==> config.mk <==
export PLATFORM = sky130hd
export DESIGN_NAME = video_pattern_gen
export DESIGN_NICKNAME = d
export VERILOG_FILES = /design/src/rtl/video_pkg.sv /design/src/rtl/video_timing_core.sv /design/src/rtl/video_pattern_gen.sv
export SDC_FILE = /design/constraint.sdc
export NUM_CORES = 1
export LEC_CHECK = 0
export BUFFER_PORTS_ARGS = -buffer_cell sky130_fd_sc_hd__buf_2
export CELL_PAD_IN_SITES_DETAIL_PLACEMENT = 0
export CELL_PAD_IN_SITES_GLOBAL_PLACEMENT = 1
export CORE_MARGIN = 3
export CORE_UTILIZATION = 40
export CTS_CLUSTER_DIAMETER = 100
export DETAILED_ROUTE_END_ITERATION = 16
export PLACE_DENSITY = 0.81
export SETUP_SLACK_MARGIN = 0.15
export SLEW_MARGIN = 30
export SYNTH_ARGS = -nofsm -noshare
export SYNTH_HDL_FRONTEND = slang
export SYNTH_HIERARCHICAL = 1
export SYNTH_SLANG_ARGS = --single-unit
==> constraint.sdc <==
create_clock -name clk -period 3.2 [get_ports clk]
set_input_delay 0.16 -clock clk [delete_from_list [all_inputs] [get_ports clk]]
set_output_delay 0.16 -clock clk [all_outputs]
set_load 0.03 [all_outputs]
==> src/rtl/video_pkg.sv <==
// Shared definitions for the video pattern generator:
//   - pattern codes selectable on mode_i / reported on mode_o
//   - 24-bit reference colours and a helper that scales an 8-bit
//     component to any BPC in 4..12 (MSB truncation or replication)
//   - raster total helper and the colour-bar / auto-cycle lookup helpers
package video_pkg;

  localparam logic [3:0] PAT_BLACK   = 4'd0;
  localparam logic [3:0] PAT_WHITE   = 4'd1;
  localparam logic [3:0] PAT_RED     = 4'd2;
  localparam logic [3:0] PAT_GREEN   = 4'd3;
  localparam logic [3:0] PAT_BLUE    = 4'd4;
  localparam logic [3:0] PAT_CHK16   = 4'd5;
  localparam logic [3:0] PAT_CHK64   = 4'd6;
  localparam logic [3:0] PAT_GREY    = 4'd7;
  localparam logic [3:0] PAT_XY      = 4'd8;
  localparam logic [3:0] PAT_BARS    = 4'd9;
  localparam logic [3:0] PAT_MOVRAMP = 4'd10;
  localparam logic [3:0] PAT_LAST    = PAT_MOVRAMP;

  localparam logic [23:0] COL_BLACK   = 24'h000000;
  localparam logic [23:0] COL_WHITE   = 24'hFFFFFF;
  localparam logic [23:0] COL_RED     = 24'hFF0000;
  localparam logic [23:0] COL_GREEN   = 24'h00FF00;
  localparam logic [23:0] COL_BLUE    = 24'h0000FF;
  localparam logic [23:0] COL_YELLOW  = 24'hFFFF00;
  localparam logic [23:0] COL_CYAN    = 24'h00FFFF;
  localparam logic [23:0] COL_MAGENTA = 24'hFF00FF;

  function automatic int timing_total(input int active, input int fp,
                                      input int sync, input int bp);
    return active + fp + sync + bp;
  endfunction

  // 12-bit widened component; callers keep the top BPC bits.
  function automatic logic [11:0] scale8(input logic [7:0] c);
    return {c, c[7:4]};
  endfunction

  function automatic logic [23:0] bar_colour(input logic [2:0] idx);
    logic [23:0] col;
    case (idx)
      3'd0:    col = COL_WHITE;
      3'd1:    col = COL_YELLOW;
      3'd2:    col = COL_CYAN;
      3'd3:    col = COL_GREEN;
      3'd4:    col = COL_MAGENTA;
      3'd5:    col = COL_RED;
      3'd6:    col = COL_BLUE;
      default: col = COL_BLACK;
    endcase
    return col;
  endfunction

  // Auto-cycle successor; codes beyond PAT_LAST also restart at black.
  function automatic logic [3:0] next_pattern(input logic [3:0] m);
    return (m >= PAT_LAST) ? PAT_BLACK : m + 4'd1;
  endfunction

endpackage

==> src/rtl/video_timing_core.sv <==
// Raster timing core: horizontal/vertical counters and the combinational
// decode of the current counter state. The parent registers every decode
// output together with the pixel colour, so all outputs stay aligned.
//   clk, rst_n   : pixel clock, async active-low reset
//   en           : run enable; low clears both counters synchronously
//   h_cnt, v_cnt : current raster position (active region first)
//   de, sof, eol : active pixel, first pixel of frame, last pixel of line
//   hs_act, vs_act : sync pulse asserted (polarity applied by the parent)
//   frame_end    : last position of the frame while enabled
module video_timing_core
  import video_pkg::*;
#(
  parameter int H_ACTIVE = 1280,
  parameter int H_FP     = 72,
  parameter int H_SYNC   = 80,
  parameter int H_BP     = 216,
  parameter int V_ACTIVE = 720,
  parameter int V_FP     = 3,
  parameter int V_SYNC   = 5,
  parameter int V_BP     = 22,
  localparam int H_TOTAL = timing_total(H_ACTIVE, H_FP, H_SYNC, H_BP),
  localparam int V_TOTAL = timing_total(V_ACTIVE, V_FP, V_SYNC, V_BP),
  localparam int HW      = $clog2(H_TOTAL),
  localparam int VW      = $clog2(V_TOTAL)
) (
  input  logic          clk,
  input  logic          rst_n,
  input  logic          en,
  output logic [HW-1:0] h_cnt,
  output logic [VW-1:0] v_cnt,
  output logic          de,
  output logic          hs_act,
  output logic          vs_act,
  output logic          sof,
  output logic          eol,
  output logic          frame_end
);

  localparam logic [HW-1:0] H_LAST = HW'(H_TOTAL - 1);
  localparam logic [VW-1:0] V_LAST = VW'(V_TOTAL - 1);
  localparam logic [HW-1:0] H_EOL  = HW'(H_ACTIVE - 1);

  // One extra bit so bounds equal to the total still compare correctly.
  localparam logic [HW:0] H_ACT  = (HW+1)'(H_ACTIVE);
  localparam logic [HW:0] HS_BEG = (HW+1)'(H_ACTIVE + H_FP);
  localparam logic [HW:0] HS_END = (HW+1)'(H_ACTIVE + H_FP + H_SYNC);
  localparam logic [VW:0] V_ACT  = (VW+1)'(V_ACTIVE);
  localparam logic [VW:0] VS_BEG = (VW+1)'(V_ACTIVE + V_FP);
  localparam logic [VW:0] VS_END = (VW+1)'(V_ACTIVE + V_FP + V_SYNC);

  logic [HW:0] h_e;
  logic [VW:0] v_e;
  logic        h_vis;
  logic        v_vis;

  always_ff @(posedge clk or negedge rst_n) begin
    if (!rst_n) begin
      h_cnt <= '0;
      v_cnt <= '0;
    end else if (!en) begin
      h_cnt <= '0;
      v_cnt <= '0;
    end else if (h_cnt == H_LAST) begin
      h_cnt <= '0;
      v_cnt <= (v_cnt == V_LAST) ? '0 : v_cnt + VW'(1);
    end else begin
      h_cnt <= h_cnt + HW'(1);
    end
  end

  assign h_e   = {1'b0, h_cnt};
  assign v_e   = {1'b0, v_cnt};
  assign h_vis = h_e < H_ACT;
  assign v_vis = v_e < V_ACT;

  // Everything is gated by en so a disabled core decodes to idle levels.
  assign de        = en && h_vis && v_vis;
  assign hs_act    = en && (h_e >= HS_BEG) && (h_e < HS_END);
  assign vs_act    = en && (v_e >= VS_BEG) && (v_e < VS_END);
  assign sof       = de && (h_cnt == '0) && (v_cnt == '0);
  assign eol       = de && (h_cnt == H_EOL);
  assign frame_end = en && (h_cnt == H_LAST) && (v_cnt == V_LAST);

endmodule

==> src/rtl/video_pattern_gen.sv <==
// Video timing and test-pattern source (camera stand-in for bring-up).
//   clk, rst_n_i        : pixel clock, async active-low reset
//   en_i                : run enable; low parks the raster at (0,0)
//   mode_i, auto_i      : manual pattern select / auto-cycle 0..10
//   hsync_o, vsync_o    : syncs, active level per HS_POL / VS_POL
//   de_o, sof_o, eol_o  : active pixel, frame start, line end markers
//   rgb_o               : {R,G,B}, zero outside the active area
//   frame_cnt_o, mode_o : completed frames and pattern on screen
// All outputs are registered once from the same counter state.
module video_pattern_gen
  import video_pkg::*;
#(
  parameter int H_ACTIVE    = 1280,
  parameter int H_FP        = 72,
  parameter int H_SYNC      = 80,
  parameter int H_BP        = 216,
  parameter int V_ACTIVE    = 720,
  parameter int V_FP        = 3,
  parameter int V_SYNC      = 5,
  parameter int V_BP        = 22,
  parameter int BPC         = 8,
  parameter int HS_POL      = 0,
  parameter int VS_POL      = 0,
  parameter int AUTO_FRAMES = 128
) (
  input  logic             clk,
  input  logic             rst_n_i,
  input  logic             en_i,
  input  logic [3:0]       mode_i,
  input  logic             auto_i,
  output logic             hsync_o,
  output logic             vsync_o,
  output logic             de_o,
  output logic             sof_o,
  output logic             eol_o,
  output logic [3*BPC-1:0] rgb_o,
  output logic [15:0]      frame_cnt_o,
  output logic [3:0]       mode_o
);

  localparam int H_TOTAL = timing_total(H_ACTIVE, H_FP, H_SYNC, H_BP);
  localparam int V_TOTAL = timing_total(V_ACTIVE, V_FP, V_SYNC, V_BP);
  localparam int HW      = $clog2(H_TOTAL);
  localparam int VW      = $clog2(V_TOTAL);
  localparam int XW_A    = (HW > BPC) ? HW : BPC;
  localparam int XW      = (XW_A > 7) ? XW_A : 7;
  localparam int VXW     = (BPC > 7) ? BPC : 7;
  localparam int BAR_W   = (H_ACTIVE / 8 > 0) ? H_ACTIVE / 8 : 1;
  localparam int BAR_END = (H_ACTIVE / 8) * 8;
  localparam int AW      = (AUTO_FRAMES > 1) ? $clog2(AUTO_FRAMES) : 1;
  localparam logic [AW-1:0] AUTO_LAST = AW'(AUTO_FRAMES - 1);
  localparam logic HS_ON = (HS_POL != 0);
  localparam logic VS_ON = (VS_POL != 0);

  logic [HW-1:0]    h_cnt;
  logic [VW-1:0]    v_cnt;
  logic             t_de, t_hs, t_vs, t_sof, t_eol, frame_end;
  logic [15:0]      frame_cnt;
  logic [3:0]       mode_q;
  logic [AW-1:0]    auto_cnt;
  logic [3*BPC-1:0] pat;
  logic [XW-1:0]    hx;
  logic [VXW-1:0]   vx;
  logic [BPC-1:0]   hc, vc, rc;
  logic [2:0]       bar_idx;

  video_timing_core #(
    .H_ACTIVE (H_ACTIVE), .H_FP (H_FP), .H_SYNC (H_SYNC), .H_BP (H_BP),
    .V_ACTIVE (V_ACTIVE), .V_FP (V_FP), .V_SYNC (V_SYNC), .V_BP (V_BP)
  ) u_timing (
    .clk       (clk),
    .rst_n     (rst_n_i),
    .en        (en_i),
    .h_cnt     (h_cnt),
    .v_cnt     (v_cnt),
    .de        (t_de),
    .hs_act    (t_hs),
    .vs_act    (t_vs),
    .sof       (t_sof),
    .eol       (t_eol),
    .frame_end (frame_end)
  );

  function automatic logic [3*BPC-1:0] to_bpc(input logic [23:0] c);
    logic [11:0] r, g, b;
    r = scale8(c[23:16]);
    g = scale8(c[15:8]);
    b = scale8(c[7:0]);
    return {r[11 -: BPC], g[11 -: BPC], b[11 -: BPC]};
  endfunction

  always_comb begin
    hx      = XW'(h_cnt);
    vx      = VXW'(v_cnt);
    hc      = hx[BPC-1:0];
    vc      = vx[BPC-1:0];
    rc      = hc + frame_cnt[BPC-1:0];
    bar_idx = 3'(hx / XW'(BAR_W));
    pat     = to_bpc(COL_WHITE);
    case (mode_q)
      PAT_BLACK:   pat = to_bpc(COL_BLACK);
      PAT_WHITE:   pat = to_bpc(COL_WHITE);
      PAT_RED:     pat = to_bpc(COL_RED);
      PAT_GREEN:   pat = to_bpc(COL_GREEN);
      PAT_BLUE:    pat = to_bpc(COL_BLUE);
      PAT_CHK16:   pat = (hx[4] ~^ vx[4]) ? to_bpc(COL_WHITE) : to_bpc(COL_BLACK);
      PAT_CHK64:   pat = (hx[6] ~^ vx[6]) ? to_bpc(COL_WHITE) : to_bpc(COL_BLACK);
      PAT_GREY:    pat = {hc, hc, hc};
      PAT_XY:      pat = {vc, hc, hc};
      // Pixels past the last full bar (H_ACTIVE not a multiple of 8) are black.
      PAT_BARS:    pat = (hx < XW'(BAR_END)) ? to_bpc(bar_colour(bar_idx))
                                             : to_bpc(COL_BLACK);
      PAT_MOVRAMP: pat = {rc, rc, rc};
      default:     pat = to_bpc(COL_WHITE);
    endcase
  end

  always_ff @(posedge clk or negedge rst_n_i) begin
    if (!rst_n_i) begin
      hsync_o     <= ~HS_ON;
      vsync_o     <= ~VS_ON;
      de_o        <= 1'b0;
      sof_o       <= 1'b0;
      eol_o       <= 1'b0;
      rgb_o       <= '0;
      frame_cnt_o <= '0;
      mode_o      <= '0;
      frame_cnt   <= '0;
      mode_q      <= '0;
      auto_cnt    <= '0;
    end else begin
      hsync_o <= t_hs ? HS_ON : ~HS_ON;
      vsync_o <= t_vs ? VS_ON : ~VS_ON;
      de_o    <= t_de;
      sof_o   <= t_sof;
      eol_o   <= t_eol;
      rgb_o   <= t_de ? pat : '0;
      // Counter and mode reach the outputs alongside the pixel they produced.
      if (en_i) begin
        frame_cnt_o <= frame_cnt;
        mode_o      <= mode_q;
      end
      if (frame_end) begin
        frame_cnt <= frame_cnt + 16'd1;
        if (auto_i) begin
          if (auto_cnt == AUTO_LAST) begin
            auto_cnt <= '0;
            mode_q   <= next_pattern(mode_q);
          end else begin
            auto_cnt <= auto_cnt + AW'(1);
          end
        end else begin
          // Clearing here gives a freshly entered auto mode a full dwell.
          auto_cnt <= '0;
          mode_q   <= mode_i;
        end
      end
    end
  end

endmodule
==> results of run 1 <==
-- worst max path at each step --
| stage | startpoint | to | cells past startpoint |
|---|---|---|---|
| floorplan | u_timing/h_cnt[1] | frame_cnt[13] | 12 |
| global placement | u_timing/v_cnt[8] | mode_q[0] | 9 |
| detailed placement | u_timing/v_cnt[1] | mode_q[0] | 11 |
| CTS | u_timing/v_cnt[1] | mode_q[0] | 11 |
| global route | u_timing/v_cnt[1] | mode_q[0] | 11 |
| finish | u_timing/v_cnt[1] | mode_q[0] | 11 |
-- area by class of cell --
cell class | instances | share of cell area
Clock buffer | 11 | 0.04141
Clock inverter | 5 | 0.006617
Inverter | 25 | 0.01601
Multi-Input combinational cell | 354 | 0.4152
Sequential cell | 97 | 0.4145
Tap cell | 168 | 0.03586
Timing Repair Buffer | 73 | 0.07044
-- layer usage --
layer / track usage / vias up
met5: 0 / -
met4: 0.07965 / 0
met3: 0.03134 / 16
met2: 0.2639 / 115
met1: 0.2418 / 1951
li1: - / 1918
-- power by group --
part	total [mW]	internal (mW)	switching [mW]
sequential	1.24	1.24	0.00865
clock	1.02	0.554	0.468
combinational	0.102	0.0286	0.0733
total	2.37	1.82	0.550
-- kinds of logic (layout without fill, tap and decap cells) --
| group | Yosys count | in the layout | share of synthesized area |
|---|---|---|---|
| simple gates | 162 | 162 | 0.1600 |
| compound gates | 114 | 114 | 0.1544 |
| flops | 97 | 97 | 0.4745 |
| buf+inv | 53 | 114 | 0.05033 |
| xor+xnor | 37 | 37 | 0.06475 |
| mux | 21 | 21 | 0.04618 |
| fa+ha+maj | 20 | 20 | 0.04984 |
-- per-stage QoR --
step,utilization,hold slack [ns]
floorplan,-,-0.1356
global placement,0.4543,0.2166
detailed placement,0.4543,0.2206
CTS,0.4781,0.06448
global route,0.4781,0.09611
finish,0.4781,0.07403
-- cells in the mapped netlist (10+ instances only) --
library cell and number:
a21oi_1 19, a31oi_1 19, and3_1 10, buf_2 10
clkbuf_1 11, dfrtp_1 95, ha_1 18, inv_1 24
mux2_2 21, nand2_1 23, nand3_1 27, nor2_1 50
o21ai_0 23, xnor2_1 27
-- registers in the layout, summed over array words and instances, names as in the netlist, 4 cells and up --
| name | flops |
|---|---|
| frame_cnt_o | 16 |
| rgb_o | 24 |
| u_timing/h_cnt | 11 |
| frame_cnt | 16 |
| mode_o | 4 |
| u_timing/v_cnt | 10 |
| mode_q | 4 |
| auto_cnt | 7 |
-- critical path, cell delays in order (launching register included) --
cell,delay (ns)
dfrtp_1,0.42
inv_1,0.11
ha_1,0.15
nand4_1,0.06
or3_1,0.49
nor2b_1,0.30
buf_4,0.26
nand3_1,0.09
nor2_1,0.17
a22oi_1,0.21
a211oi_1,0.27
a21oi_1,0.06
==> impl_metrics.py, run 1 <==
metrics = {
    "status": {
        "outcome": "completed",
    },
    "worst_setup_path": {
        "r2r_cells": 11,
        "crit_path_end_kind": "flip-flop",
        "r2r_end": "mode_q[0]",
        "crit_required_ns": 3.43,
        "rrSetupSlack_ns": 0.48,
        "arrival_ns": 2.95,
        "cp_max_fo": 14,
        "r2r-start": "u_timing/v_cnt[1]",
        "cp-start-kind": "flip-flop",
        "crit_type": "flip-flop to flip-flop",
    },
    "cts": {
        "clock_sinks": 97,
        "tritoncts": "done",
        "cts-root-buf": "clkbuf_16",
        "cts_buffer_depth": 2,
        "postCtsHoldBufs": 1,
        "cts_resized": 0,
        "cts_setup_buffers": 0,
        "htreeDepth": 3,
        "cts.clk_slew.worst_paths_ns": 0.07,
        "clk_latency_ns": 0.36,
        "cts_made_buffers": 9,
    },
    "finish": {
        "multi_input_comb_area_mm2": 0.002434,
        "final_common_cell": "dfrtp_1",
        "drive_gt1_frac": 0.2088,
        "syn_to_final_growth_pct": 14.46,
        "seq_area_mm2": 0.002430,
        "diodes": 0,
        "final_area_mm2": 0.005862,
        "final_cell_mix": "dfrtp_1, buf_2, nor2_1",
        "instances_no_fill": 733,
        "final_nets": 587,
        "fillers": 1156,
    },
    "yosys": {
        "synthCells": 504,
        "synth_area_leaders": "dfrtp_1, mux2_2, xnor2_1, ha_1, nor2_1",
        "ys_ff_latch": 97,
        "seq_area_frac_synth": 0.4745,
        "synthArstFlopShare": 1.000,
        "synth-main-ff-cell": "dfrtp_1",
        "syn_avg_cell_area_um2": 10.16,
        "synth_top_area_frac": 0.4642,
        "synth_cell_types": 63,
        "synth_top_area_cell": "dfrtp_1",
        "synth_area_mm2": 0.005121,
        "yosysWarnings": 6,
        "synth_edf_count": 0,
        "syn-num-nets": 531,
    },
    "placed_design": {
        "place_inst": 716,
        "numPortBuffers": 56,
        "place_ws_ns": 0.4848,
        "gp_congestion": 0.9114,
        "placed_area_mm2": 0.005570,
        "dp_hpwl_um": 8487,
    },
    "floorplanning": {
        "io_pins": 57,
        "die_width_um": 119.2,
        "placementRows": 40,
        "core_area_mm2": 0.01226,
        "fp.dieH_um": 119.2,
        "dieArea_mm2": 0.01420,
        "start_util": 0.4177,
    },
    "power_and_ir_drop": {
        "power_mw": 2.368,
        "leakage_nw": 2.705,
        "irDropWorstVdd_mv": 0.1974,
        "p_per_area_mw_per_mm2": 403.9,
    },
    "detailed_routing": {
        "routed-wl-met3_um": 560,
        "wire_per_inst_um": 16.14,
        "drt_iter0_drc": 316,
        "routed_wirelength_um": 11830,
        "drc": 0,
        "drt-met1-wl_um": 5656,
        "dr_wl_met2_um": 5329,
        "avgViaCountPerCell": 5.457,
        "dr.pass1.iters": 5,
        "drtAntennaViolNets": 0,
        "vias": 4000,
        "maxUsedRoutingLayer": "met4",
    },
    "global_route": {
        "antenna_found_initial": 0,
        "grt_max_degree": 48,
        "grt_use_total": 0.1739,
        "grt_overflow": 0,
        "grt_pass1_wl_um": 19710,
        "grt_pass1_vias": 3859,
    },
    "sta": {
        "clock-skew-final_ns": 0.01846,
        "rsz0062_at_grt": "no",
        "worst_pin_slew_ns": 0.7147,
        "finalHoldViolCount": 0,
        "setup_viol": 0,
        "setup_slack_ns": 0.4763,
        "setup_tns_ns": 0,
        "fin_crit_sh": 0.8511,
        "clock.fmax_mhz": 367.2,
        "maxSlewHeadroom": 0.5224,
        "slew_viol_final": 0,
        "post-route-min-period_ns": 2.724,
    },
    "min_path": {
        "min_to": "mode_q[1]",
        "hp-start": "mode_i[1]",
        "whs_path_depth": 3,
        "hp-class": "input pin to flip-flop",
    },
    "flow_run": {
        "cap_viol_max_count": 0,
    },
}
Note: power is estimated with default switching activity, not from simulation.
==> inputs of run 2 (changes only) <==
--- a/config.mk
+++ b/config.mk
@@ -5,7 +5,7 @@
 export SDC_FILE = /design/constraint.sdc
 export NUM_CORES = 1
 export LEC_CHECK = 0
-export BUFFER_PORTS_ARGS = -buffer_cell sky130_fd_sc_hd__buf_2
+export BUFFER_PORTS_ARGS = -buffer_cell sky130_fd_sc_hd__buf_4
 export CELL_PAD_IN_SITES_DETAIL_PLACEMENT = 0
 export CELL_PAD_IN_SITES_GLOBAL_PLACEMENT = 1
 export CORE_MARGIN = 3
==> run 2 against run 1 <==
  * Via count barely moved
  * Clock skew fell by 0.0068 ns
  * Hold slack gained 0.0064 ns
  * Sequential power about the same
  * Clock power increased by 9%
  * Wire length rose by 1.7%
  * Flip-flop and latch count unchanged
  * Register-to-register slack improved by 0.07 ns
  * Sequential share of layout area is 0.99 points lower
  * Fmax up 2.7%
  * Power grew 3.9%
  * Global-route usage grew 0.052 points
  * Critical path type unchanged
  * Critical endpoint unchanged
  * Largest cell class unchanged
==> impl_metrics.py, run 2 (synthesis gave the netlist of run 1 again) <==
metrics = {
    "finish": {
        "final_nets": 584,
        "syn_to_final_growth_pct": 17.27,
        "largest-register": "rgb_o",
        "largest_registers": "rgb_o x24, frame_cnt x16, frame_cnt_o x16",
        "final_common_cell": "dfrtp_1",
        "diodes": 0,
        "utilization": 0.4898,
        "final_cell_mix": "dfrtp_1, buf_4, nor2_1",
        "drive_gt1_frac": 0.2064,
        "largest_reg_flops": 24,
        "fillers": 1146,
    },
    "worst_setup_path": {
        "crit_path_end_kind": "flip-flop",
        "worstPathCellList": "inv_1 > ha_1 > nand4_1 > or3_1 > nor2b_2 > buf_4 > nand3_1 > nor2_1 > a22oi_1 > a211oi_1 > a21oi_1",
        "cp-start-kind": "flip-flop",
        "r2r-start": "u_timing/v_cnt[1]",
        "crit_buf_inv": 2,
        "crit_path_max_incr_delay_ns": 0.50,
        "cp_top_family": "simple AND/OR/NAND/NOR gates",
        "r2r_cells": 11,
        "arrival_ns": 2.87,
        "cp_max_fo": 14,
        "r2r_end": "mode_q[0]",
        "rrSetupSlack_ns": 0.55,
        "crit_type": "flip-flop to flip-flop",
        "crit_required_ns": 3.42,
        "cp_slowest_cell": "or3_1",
    },
    "cts": {
        "htreeDepth": 3,
        "cts_buffer_depth": 2,
        "cts.clk_slew.worst_paths_ns": 0.07,
        "tritoncts": "done",
        "cts-root-buf": "clkbuf_16",
        "cts_setup_buffers": 0,
        "clock_sinks": 97,
        "clk_latency_ns": 0.35,
        "cts_made_buffers": 9,
    },
    "detailed_routing": {
        "wire_per_inst_um": 16.48,
        "vias": 3999,
        "drc": 0,
        "dr.pass1.iters": 5,
        "avgViaCountPerCell": 5.478,
        "drt_iter0_drc": 291,
        "drtAntennaViolNets": 0,
        "routed_wirelength_um": 12030,
    },
    "floorplanning": {
        "core_area_mm2": 0.01226,
        "io_pins": 57,
        "placementRows": 40,
        "fp.dieH_um": 119.2,
        "start_util": 0.4177,
        "die_width_um": 119.2,
        "dieArea_mm2": 0.01420,
    },
    "global_route": {
        "grt_overflow": 0,
        "grt_pass1_vias": 3871,
        "antenna_found_initial": 0,
        "grt_pass1_wl_um": 19950,
        "grt_use_total": 0.1744,
        "grt_max_degree": 73,
    },
    "sta": {
        "fin_crit_sh": 0.8284,
        "setup_tns_ns": 0,
        "post-route-min-period_ns": 2.651,
        "worst_pin_slew_ns": 0.7302,
        "rsz0062_at_grt": "no",
        "slew_viol_final": 0,
        "clock-skew-final_ns": 0.01162,
        "setup_viol": 0,
        "maxSlewHeadroom": 0.5120,
        "clock.fmax_mhz": 377.2,
        "finalHoldViolCount": 0,
    },
    "min_path": {
        "min_to": "mode_q[1]",
        "whs_path_depth": 3,
        "hp-class": "input pin to flip-flop",
        "hp-start": "mode_i[1]",
    },
    "placed_design": {
        "numPortBuffers": 56,
        "dp_hpwl_um": 8578,
        "gp_congestion": 0.8801,
    },
    "power_and_ir_drop": {
        "leakage_nw": 2.716,
        "p_per_area_mw_per_mm2": 409.8,
        "irDropWorstVdd_mv": 0.1927,
    },
    "flow_run": {
        "cap_viol_max_count": 0,
    },
    "status": {
        "outcome": "completed",
    },
}
[run 2: changes by cell type in the layout (fill, tap and decap cells not counted), sizes merged]
cell    before  now
buf         72   69
bufinv       0    1
clkbuf      11   10
clkinv       2    1
inv         27   28
[run 2: where the power goes]
part	switching (mW)	internal, mW
combinational	0.0742	0.0346
sequential	0.00907	1.24
clock	0.489	0.619
[run 2: worst max path at each step]
stage | startpoint | endpoint | slack [ns] | depth (start not counted)
after floorplan | u_timing/h_cnt[1] | frame_cnt[13] | 0.60 | 12
after global placement | u_timing/v_cnt[6] | mode_q[0] | 0.55 | 9
after detailed placement | u_timing/v_cnt[1] | mode_q[0] | 0.48 | 11
after CTS | u_timing/v_cnt[1] | mode_q[0] | 0.47 | 11
after global routing | u_timing/v_cnt[6] | mode_q[0] | 0.23 | 9
final | u_timing/v_cnt[1] | mode_q[0] | 0.55 | 11
[run 2: area by class of cell]
| cell class | count | area (um^2) | share of cell area |
|---|---|---|---|
| sequential | 97 | 2430 | 0.4046 |
| tap | 168 | 210.2 | 0.03500 |
| inverter | 25 | 93.84 | 0.01563 |
| multi-input combinational | 354 | 2436 | 0.4056 |
| clock buffer | 10 | 229.0 | 0.03813 |
| timing repair buffer | 70 | 531.8 | 0.08854 |
| clock inverter | 6 | 75.07 | 0.01250 |
[run 2: metrics by stage]
stage | std cells | cell area, um^2 | hold slack [ns] | power, mW | setup WS [ns]
2_1_floorplan | 504 | 5121 | -0.1356 | 1.316 | 0.6020
3_3_place_gp | 713 | 5685 | 0.3513 | 1.375 | 0.5470
3_5_place_dp | 713 | 5685 | 0.3598 | 1.377 | 0.4814
4_1_cts | 730 | 6000 | 0.07359 | 2.490 | 0.4672
5_1_grt | 730 | 6006 | 0.1012 | 2.545 | 0.2306
6_report | 730 | 6006 | 0.08045 | 2.461 | 0.5492
[run 2: what timing repair did]
action / in CTS / in global routing
endpoints found under the hold margin: 67 / 0
hold buffers: 1 / 0
endpoints found under the setup margin: 0 / 2
gates resized for setup: 0 / 1
[run 2: tightest hold or removal path: cells and delay by family]
kind | cells | cell delay [ns]
AO/OA/AOI/OAI | 2 | 0.15
buffers and inverters | 1 | 0.08
[run 2: routing by layer]
layer / vias up / track usage / routed length [um]
met5: - / 0 / 0
li1: 1917 / - / -
met3: 19 / 0.03514 / 505
met1: 1950 / 0.2473 / 5685
met4: 0 / 0.06010 / 246
met2: 113 / 0.2660 / 5594
